[config.mk]
export PLATFORM = sky130hd
export DESIGN_NAME = y86_dmem_responder
export DESIGN_NICKNAME = d
export VERILOG_FILES = /design/src/rtl/y86_mem_pkg.sv /design/src/rtl/y86_byte_ram.sv /design/src/rtl/y86_dmem_responder.sv
export SDC_FILE = /design/constraint.sdc
export NUM_CORES = 2
export LEC_CHECK = 0
export ABC_AREA = 1
export CAP_MARGIN = 10
export CORE_MARGIN = 8
export CORE_UTILIZATION = 56
export DETAILED_ROUTE_END_ITERATION = 6
export PLACE_DENSITY = 0.76
export SKIP_CTS_REPAIR_TIMING = 1
export SYNTH_ARGS = -nofsm -noshare
export SYNTH_HDL_FRONTEND = slang
export SYNTH_SLANG_ARGS = --single-unit
[constraint.sdc]
create_clock -name clk -period 10.1 [get_ports clk]
set_input_delay 2.525 -clock clk [delete_from_list [all_inputs] [get_ports clk]]
set_output_delay 2.525 -clock clk [all_outputs]
set_load 0.02 [all_outputs]
[src/rtl/y86_mem_pkg.sv]
// Shared types and constants for the Y86 data-memory responder.
// DMEM_SINGLE_CYCLE_EN widens the RAM port to a full word (single-cycle access).
package y86_mem_pkg;

    typedef enum logic [1:0] {ST_IDLE, ST_ACCESS, ST_RESP} state_e;

    localparam int WORD_BYTES = 8;
    localparam int BEAT_W     = 3;

`ifdef DMEM_SINGLE_CYCLE_EN
    localparam int RAM_PORT_W = 64;
`else
    localparam int RAM_PORT_W = 8;
`endif

    // MSB of the word lane carried on beat k; big-endian, so beat 0 is [63:56]
    function automatic logic [5:0] lane_msb(input logic [BEAT_W-1:0] beat);
        return 6'd63 - {beat, 3'b000};
    endfunction

endpackage

[src/rtl/y86_byte_ram.sv]
// Byte array with synchronous write and combinational read; the port is one
// byte wide, or a full big-endian word when DMEM_SINGLE_CYCLE_EN is defined.
module y86_byte_ram
    import y86_mem_pkg::*;
#(
    parameter int MEM_BYTES = 256,
    parameter int AW        = $clog2(MEM_BYTES)
) (
    input  logic                  clk,
    input  logic                  we_i,
    input  logic [AW-1:0]         addr_i,
    input  logic [RAM_PORT_W-1:0] wdata_i,
    output logic [RAM_PORT_W-1:0] rdata_o
);

    localparam int LANES = RAM_PORT_W / 8;

    logic [7:0] mem_q [MEM_BYTES];

    always_ff @(posedge clk) begin
        if (we_i) begin
            for (int k = 0; k < LANES; k++) begin
                mem_q[addr_i + AW'(k)] <= wdata_i[RAM_PORT_W-1-8*k -: 8];
            end
        end
    end

    always_comb begin
        rdata_o = '0;
        for (int k = 0; k < LANES; k++) begin
            rdata_o[RAM_PORT_W-1-8*k -: 8] = mem_q[addr_i + AW'(k)];
        end
    end

endmodule

[src/rtl/y86_dmem_responder.sv]
// Valid/ready memory-side responder for Y86 64-bit big-endian loads/stores.
// DMEM_SINGLE_CYCLE_EN selects a one-cycle word access instead of 8 byte beats.
module y86_dmem_responder
    import y86_mem_pkg::*;
#(
    parameter int MEM_BYTES = 256,
    parameter int ADDR_W    = 64
) (
    input  logic              clk,
    input  logic              rst_n,
    input  logic              req_valid,
    output logic              req_ready,
    input  logic              req_write,
    input  logic [ADDR_W-1:0] req_addr,
    input  logic [63:0]       req_wdata,
    output logic              rsp_valid,
    input  logic              rsp_ready,
    output logic [63:0]       rsp_rdata,
    output logic              rsp_error
);

    localparam int AW = $clog2(MEM_BYTES);
    localparam logic [ADDR_W-1:0] MAX_ADDR = ADDR_W'(MEM_BYTES - WORD_BYTES);

    state_e state_q, state_d;
    logic              write_q, error_q, rsp_valid_q;
    logic [AW-1:0]     addr_q;
    logic [63:0]       wdata_q, rdata_q;
`ifndef DMEM_SINGLE_CYCLE_EN
    logic [BEAT_W-1:0] beat_q;
`endif

    logic                  ram_we;
    logic [AW-1:0]         ram_addr;
    logic [RAM_PORT_W-1:0] ram_wdata, ram_rdata;

    // Full-width compare so addresses near 2^ADDR_W never alias into range
    wire addr_bad = req_addr > MAX_ADDR;
    wire req_fire = req_valid && (state_q == ST_IDLE);
    wire rsp_fire = rsp_valid_q && rsp_ready;

    always_ff @(posedge clk or negedge rst_n) begin
        if (!rst_n) state_q <= ST_IDLE;
        else        state_q <= state_d;
    end

    always_comb begin
        state_d = state_q;
        case (state_q)
            ST_IDLE:   if (req_fire) state_d = addr_bad ? ST_RESP : ST_ACCESS;
`ifdef DMEM_SINGLE_CYCLE_EN
            ST_ACCESS: state_d = ST_RESP;
`else
            ST_ACCESS: if (beat_q == BEAT_W'(WORD_BYTES - 1)) state_d = ST_RESP;
`endif
            ST_RESP:   if (rsp_fire) state_d = ST_IDLE;
            default:   state_d = ST_IDLE;
        endcase
    end

    always_comb begin
        req_ready = (state_q == ST_IDLE);
        ram_we    = (state_q == ST_ACCESS) && write_q;
`ifdef DMEM_SINGLE_CYCLE_EN
        ram_addr  = addr_q;
        ram_wdata = wdata_q;
`else
        ram_addr  = addr_q + AW'(beat_q);
        ram_wdata = wdata_q[lane_msb(beat_q) -: 8];
`endif
    end

    always_ff @(posedge clk or negedge rst_n) begin
        if (!rst_n) begin
            write_q     <= 1'b0;
            addr_q      <= '0;
            wdata_q     <= '0;
            rdata_q     <= '0;
            error_q     <= 1'b0;
            rsp_valid_q <= 1'b0;
`ifndef DMEM_SINGLE_CYCLE_EN
            beat_q      <= '0;
`endif
        end else begin
            if (req_fire) begin
                write_q <= req_write;
                addr_q  <= req_addr[AW-1:0];
                wdata_q <= req_wdata;
                rdata_q <= '0;
                error_q <= addr_bad;
`ifndef DMEM_SINGLE_CYCLE_EN
                beat_q  <= '0;
`endif
            end else if (state_q == ST_ACCESS) begin
`ifdef DMEM_SINGLE_CYCLE_EN
                if (!write_q) rdata_q <= ram_rdata;
`else
                beat_q <= beat_q + BEAT_W'(1);
                if (!write_q) rdata_q[lane_msb(beat_q) -: 8] <= ram_rdata;
`endif
            end
            // Valid rises one cycle into RESP, then holds until the handshake
            rsp_valid_q <= (state_q == ST_RESP) && !rsp_fire;
        end
    end

    assign rsp_valid = rsp_valid_q;
    assign rsp_rdata = rdata_q;
    assign rsp_error = error_q;

    y86_byte_ram #(
        .MEM_BYTES (MEM_BYTES),
        .AW        (AW)
    ) u_ram (
        .clk     (clk),
        .we_i    (ram_we),
        .addr_i  (ram_addr),
        .wdata_i (ram_wdata),
        .rdata_o (ram_rdata)
    );

endmodule
# Word level (Yosys, flattened, before mapping)
# Memories as Yosys holds them, arrays and structs flattened.
# Cells that the tools add are included.
[classes]
addsub = 4
n_mul = 0
div_mod_pow = 0
magnitude_cmp = 1
n_eq_ne = 7
n_shift = 3
muxes = 13
bitwise = 0
reduce_logical = 9
[op_table]
columns = ["operator", "n"]
rows = [
  ["2-to-1 mux 64 bit", 3],
  ["variable shift 8 x 8 -> 71 bit, first input constant", 1],
  ["variable part select 71 x 7 -> 8 bit", 1],
  ["variable part select 8 x 8 -> 71 bit", 1],
  ["bitwise mux 64 bit", 1],
  ["> comparator 64 x 8 -> 1 bit, second input constant", 1],
  ["adder 8 x 3 -> 8 bit", 1],
  ["2-to-1 mux 2 bit", 4],
  ["negation 6 -> 8 bit", 1],
  ["2-to-1 mux 3 bit", 2],
  ["one-hot mux 2 bit (3 select lines)", 1],
  ["subtractor 6 bit, first input constant", 1],
  ["logical AND 1 bit", 4],
  ["!= test 2 x 1 -> 1 bit, second input constant", 2],
  ["!= test 2 bit, second input constant", 2],
  ["adder 3 x 1 -> 3 bit, second input constant", 1],
  ["== test 3 bit, second input constant", 1],
  ["AND reduction 3 bit", 1],
  ["== test 2 x 1 -> 1 bit, second input constant", 1],
  ["== test 2 bit, second input constant", 1],
  ["zero test 2 bit", 1],
  ["2-to-1 mux 1 bit", 2],
  ["AND reduction 2 bit", 1],
  ["nonzero test 2 bit", 1],
  ["zero test 1 bit", 1],
]
[totals]
regBits = 144
latchBits = 0
mem_bits_rw = 2048
romBits = 0
input_bits = 133
out_inout_bits = 67
word_cells = 46
memories = 1
[mem_list]
columns = ["name", "depth", "word_bits", "read_ports", "rd_clocked_by_memory_dff", "wr", "line_no", "source"]
rows = [
  ["u_ram.mem_q", 256, 8, 1, 0, 1, "y86_byte_ram.sv:18", "logic [7:0] mem_q [MEM_BYTES];"],
]

# Logic depth before layout (Yosys ltp)
[depth]
word_depth = 7
depth_mapped = 19
ltp_nobuf = 16

# Hierarchy
# From an unflattened synthesis, not the netlist that was laid out.
[unflattened]
cells_unflattened = 8822
hier_area_um2 = 91607.9
[modules_own_cells]
columns = ["module", "instances", "cells_per_inst", "area_each_um2", "seq_area_each_um2"]
rows = [
  ["y86_byte_ram", 1, 8013, 84696.2, 61499.0],
  ["y86_dmem_responder", 1, 809, 6911.6, 3603.5],
]

# Worst setup path after synthesis
# OpenSTA, ideal clock, no wires.
[synth_path]
kind = "reg-to-reg"
startpoint = "reg beat_q[0]"
endpoint = "mem u_ram.mem_q[0][0] (data pin)"
setup_ns = 1.731
arrival_time_ns = 8.764
required_time_ns = 8.369
setup_slack_ns = -0.395
stages_incl_launch_ff = 6
n_path_buf = 2
period_less_slack_ns = 10.495
cell_sequence = "dfrtp_1 > inv_1 > clkbuf_1 > clkbuf_1 > o21ai_0 > a31oi_1"
[synth_via]
elab_chain_len = 2
[synth_rtl]
columns = ["element", "line_no", "source"]
rows = [
  ["start, declared", "y86_dmem_responder.sv:30", "logic [BEAT_W-1:0] beat_q;"],
  ["start signal, assigned", "y86_dmem_responder.sv:98", "beat_q <= beat_q + BEAT_W'(1);"],
  ["subtractor 6 bit", "y86_mem_pkg.sv:18", "return 6'd63 - {beat, 3'b000};"],
  ["variable part select 71 x 7 -> 8 bit", "y86_dmem_responder.sv:69", "ram_wdata = wdata_q[lane_msb(beat_q) -: 8];"],
  ["net ram_wdata[0]", "y86_dmem_responder.sv:35", "logic [RAM_PORT_W-1:0] ram_wdata, ram_rdata;"],
  ["end, declared", "y86_byte_ram.sv:18", ""],
]
# The timed path passes the listed nets, and every way through them passes these cells.

# Worst setup path after layout
[layout_path]
startpoint = "reg beat_q[0]"
endpoint = "reg rdata_q[7], in the netlist rsp_rdata[7]"
[layout_via]
elab_chain_len = 7
elab_cells_between_ends = 10
cone_classes = "add/sub (3); shift (2); mux (4); memory (1)"
[layout_rtl]
columns = ["element", "line_no", "source"]
rows = [
  ["adder 8 x 3 -> 8 bit or subtractor 6 bit (tied branches)", "y86_dmem_responder.sv:68, y86_mem_pkg.sv:18", ""],
  ["memory (256 x 8 bit) or negation 6 -> 8 bit (tied branches)", "--", ""],
  ["variable part select 8 x 8 -> 71 bit or variable shift 8 x 8 -> 71 bit (tied branches)", "y86_dmem_responder.sv:99", "if (!write_q) rdata_q[lane_msb(beat_q) -: 8] <= ram_rdata;"],
  ["bitwise mux 64 bit (*)", "y86_dmem_responder.sv:99", ""],
  ["2-to-1 mux 64 bit (*)", "y86_dmem_responder.sv:99", ""],
  ["2-to-1 mux 64 bit (*)", "y86_dmem_responder.sv:94", "end else if (state_q == ST_ACCESS) begin"],
  ["2-to-1 mux 64 bit (*)", "y86_dmem_responder.sv:85", "if (req_fire) begin"],
  ["end signal, assigned by index", "y86_dmem_responder.sv:99", ""],
  ["end, declared", "y86_dmem_responder.sv:28", "logic [63:0] wdata_q, rdata_q;"],
]
# Every way passes the cells marked *; elsewhere a longest branch is shown, timed or not. The select of a mux whose other input is x is not followed.
# A chain may end at the register's enable or synchronous reset.

==> key figures <==
Outcome
  – Outcome: complete, but fails checks
  – Failing checks: DRC

Timing
  – Slew Limit Headroom: 14.5%
  – Max Clk Rate: 151 MHz
  – Hold Vio Cnt, Final: 0
  – Final critical-path required period: 6.61 ns
  – Measured slew at the worst slew-check pin: 1.28 ns
  – Final slew viol count: 0
  – Final Setup Violations: 0
  – Skew final: approximately 0.027 ns
  – Period utilisation layout: 65.5%
  – RSZ-0062 raised after global routing: no
  – Sum Neg Setup Slack: 0 ns

Global routing
  – First-pass GRT wire length: between 300 and 400 mm
  – Largest net degree at the start of global routing: roughly 200
  – Antenna violations before repair: 6
  – Number of global-route vias before repair: approximately 63000
  – Gr usage total: between 20% and 30%
  – Overflow after GRT: 0

Floorplanning
  – Die Y: 422 µm
  – Top-level I/O count: 200
  – Die area: roughly 0.18 mm²
  – Core Area: ~0.16 mm²
  – Starting Density: 56.1%
  – Std cell rows: between 100 and 150
  – Die width: 422 µm

Synth
  – Mapped Cells: between 9000 and 10000
  – Syn. warnings: 0
  – Library cells used by synthesis: 33
  – Syn_nets: between 9000 and 10000
  – Flops & latches, synth: roughly 2200
  – Sequential-to-total area share from yosys stat: a little over two thirds
  – Netlist Area Pre-Place: 0.0923 mm²
  – Avg Cell Area, Syn: 10.2 µm²

Final layout
  – Final Util: 62.6%
  – Fillcell total: 12500
  – Commonest non-fill, non-tap cells in the layout: nand2_1, nor2_1, edfxtp_1
  – Share of cells above drive strength 1: about 4.6%
  – Final Non-Filler Cells: about 11000
  – Fin area: just over 0.1 mm²
  – Commonest non-fill, non-tap cell in the layout: nand2_1
  – Final net count: between 9000 and 10000
  – Area Growth Syn to Fin: 11.5%

Clocking
  – Max clock buf depth: 3
  – CTS H-tree lvls: 4
  – Worst-path clk slew: 0.06 ns
  – Clk_lat worst skew: roughly 0.84 ns
  – Inserted Clock Buffers: ~210
  – CTS tree: built
  – Sink Count: about 2200
  – Root buffer cell: clkbuf_16

Pwr
  – Peak supply drop: 346 µV
  – Leak pwr: approximately 41 nW
  – Pwr/cell area: about 280 mW/mm²

Hold path
  – Hold crit path type: reg2reg

Setup path
  – CP startpoint kind: flip-flop
  – Crit-path slowest cell: buf_4
  – Worst EP arrival: 7.39 ns
  – Worst-path fanout max: 160
  – Crit path kind: reg2reg
  – R2R Setup Slk: between 3 and 4 ns
  – Most frequent CP cell: nand2_1
  – Crit end category: flip-flop
  – Critical Path RT: between 10 and 15 ns
  – Crit path cell chain: buf_4, ha_4, fa_4, buf_4, nand2_4, buf_12, buf_4, inv_1, nand2_1, nand4_1, nand2_1, nand3_1, nand3_1, nand2_1, o21ai_1, nand2_1, nor2_4, nand4_1, nand2_1
  – Slowest cell delay on critical path: slightly above 0.8 ns

Placement
  – Gpl congestion: between 0.8 and 0.9
  – Post-DP Area: just under 0.1 mm²
  – Placed cell count: 11000
  – Port-buffer cells: 199
  – DP Wirelength: between 100 and 150 mm

Detailed routing
  – DRC: 1
  – Total number of vias: approximately 65000
  – Initial DRC count: 8949
  – Drt wl/cell: about 22 µm
  – WL final: 247 mm
  – Vias per cell: 5.66
  – Antenna viol nets, final: 0
  – Detailed Routing Iterations Pass 1: 7

Job
  – Max-Cap Viols: 0
[Yosys cell counts (all sizes together)]
| cell type | number | area (µm²) |
|---|---|---|
| nand2 | 2620 | 9840 |
| nor2 | 2395 | 9050 |
| edfxtp | 2048 | 61500 |
| inv | 611 | 2300 |
| nand3 | 394 | 1970 |
| buf | 226 | 1100 |
| clkbuf | 216 | 811 |
| o21ai | 193 | 966 |
| dfrtp | 144 | 3600 |
| nand4 | 78 | 488 |
| o21bai | 40 | 300 |
| ha | 9 | 113 |
| o22ai | 9 | 56.3 |
| a31oi | 8 | 50.1 |
| nor4 | 7 | 43.8 |
| nor3 | 6 | 30.0 |
| a21oi | 2 | 10.0 |
| xor2 | 2 | 25.0 |
| a41oi | 1 | 8.76 |
| and2 | 1 | 6.26 |
| and3 | 1 | 6.26 |
| fa | 1 | 20.0 |
| xnor2 | 1 | 8.76 |
[sequential cells by signal (all words and copies together), names as in the netlist]
register / count
beat_q: 3
rsp_rdata: 64
state_q: 2
u_ram.mem_q: 2048
rsp_valid: 1
write_q: 1
addr_q: 8
rsp_error: 1
wdata_q: 64
[final cells by class]
cell class / instances / area, µm² / share of cell area [%]
multi-input combinational: 5768 / 23300 / 22.6
inverter: 611 / 2320 / 2.25
clock inverter: 127 / 1160 / 1.13
antenna: 6 / 15.0 / 0.0146
sequential: 2192 / 65100 / 63.3
tap: 2189 / 2740 / 2.66
timing repair buffer: 271 / 2700 / 2.62
clock buffer: 266 / 5630 / 5.47
[per-stage QoR]
| stage | worst slack, ns | hold WS, ns | power [W] |
|---|---|---|---|
| 3_5_place_dp | 3.64 | 0.462 | 0.0206 |
| 5_1_grt | 3.25 | 0.494 | 0.0295 |
| 6_report | 3.49 | 0.477 | 0.0284 |
| 2_1_floorplan | 3.58 | 0.444 | 0.0175 |
| 4_1_cts | 3.64 | 0.478 | 0.0283 |
| 3_3_place_gp | 3.74 | 0.457 | 0.0204 |
[final timing paths]
path                       depth (start not counted)   startpoint      endpoint
min in group asynchronous                          1        rst_n   wdata_q[57]
max reg2reg                                       19    beat_q[0]  rsp_rdata[7]
max                                               19    beat_q[0]  rsp_rdata[7]
min reg2reg                                        2  wdata_q[36]   wdata_q[36]
min                                                2  wdata_q[36]   wdata_q[36]
max in group asynchronous                          2        rst_n     beat_q[0]
[power breakdown]
group          internal (W)  switching (W)  leakage, nW
sequential           0.0113       0.000103         20.5
combinational       0.00207        0.00723         17.7
clock               0.00434        0.00343         3.33
[logic make-up (layout without fill, tap and decap cells)]
kind of cell | count (synthesis) | in the layout | share of synthesized area [%]
flops | 2192 | 2192 | 70.5
xor+xnor | 3 | 3 | 0.0366
compound gates | 253 | 253 | 1.51
fa+ha+maj | 10 | 10 | 0.144
buf+inv | 1053 | 1275 | 4.56
other cells | 0 | 6 | 0
simple gates | 5502 | 5502 | 23.2
[metal layers]
metal | routed length [µm] | track usage, % | part of all wire [%]
met4 | 11200 | 11.5 | 4.5
met5 | 0 | 0 | 0
met2 | 116000 | 43.0 | 47
met1 | 93900 | 35.9 | 38
met3 | 25800 | 5.50 | 10
[worst max-delay path: cells and delay by family (launching register included)]
kind | cells | cell delay [ns]
compound gates | 1 | 0.33
fa+ha+maj | 2 | 1.05
buf+inv | 5 | 2.75
flops | 1 | 0.34
simple gates | 11 | 1.88
Power figures use the tool's default switching activity.
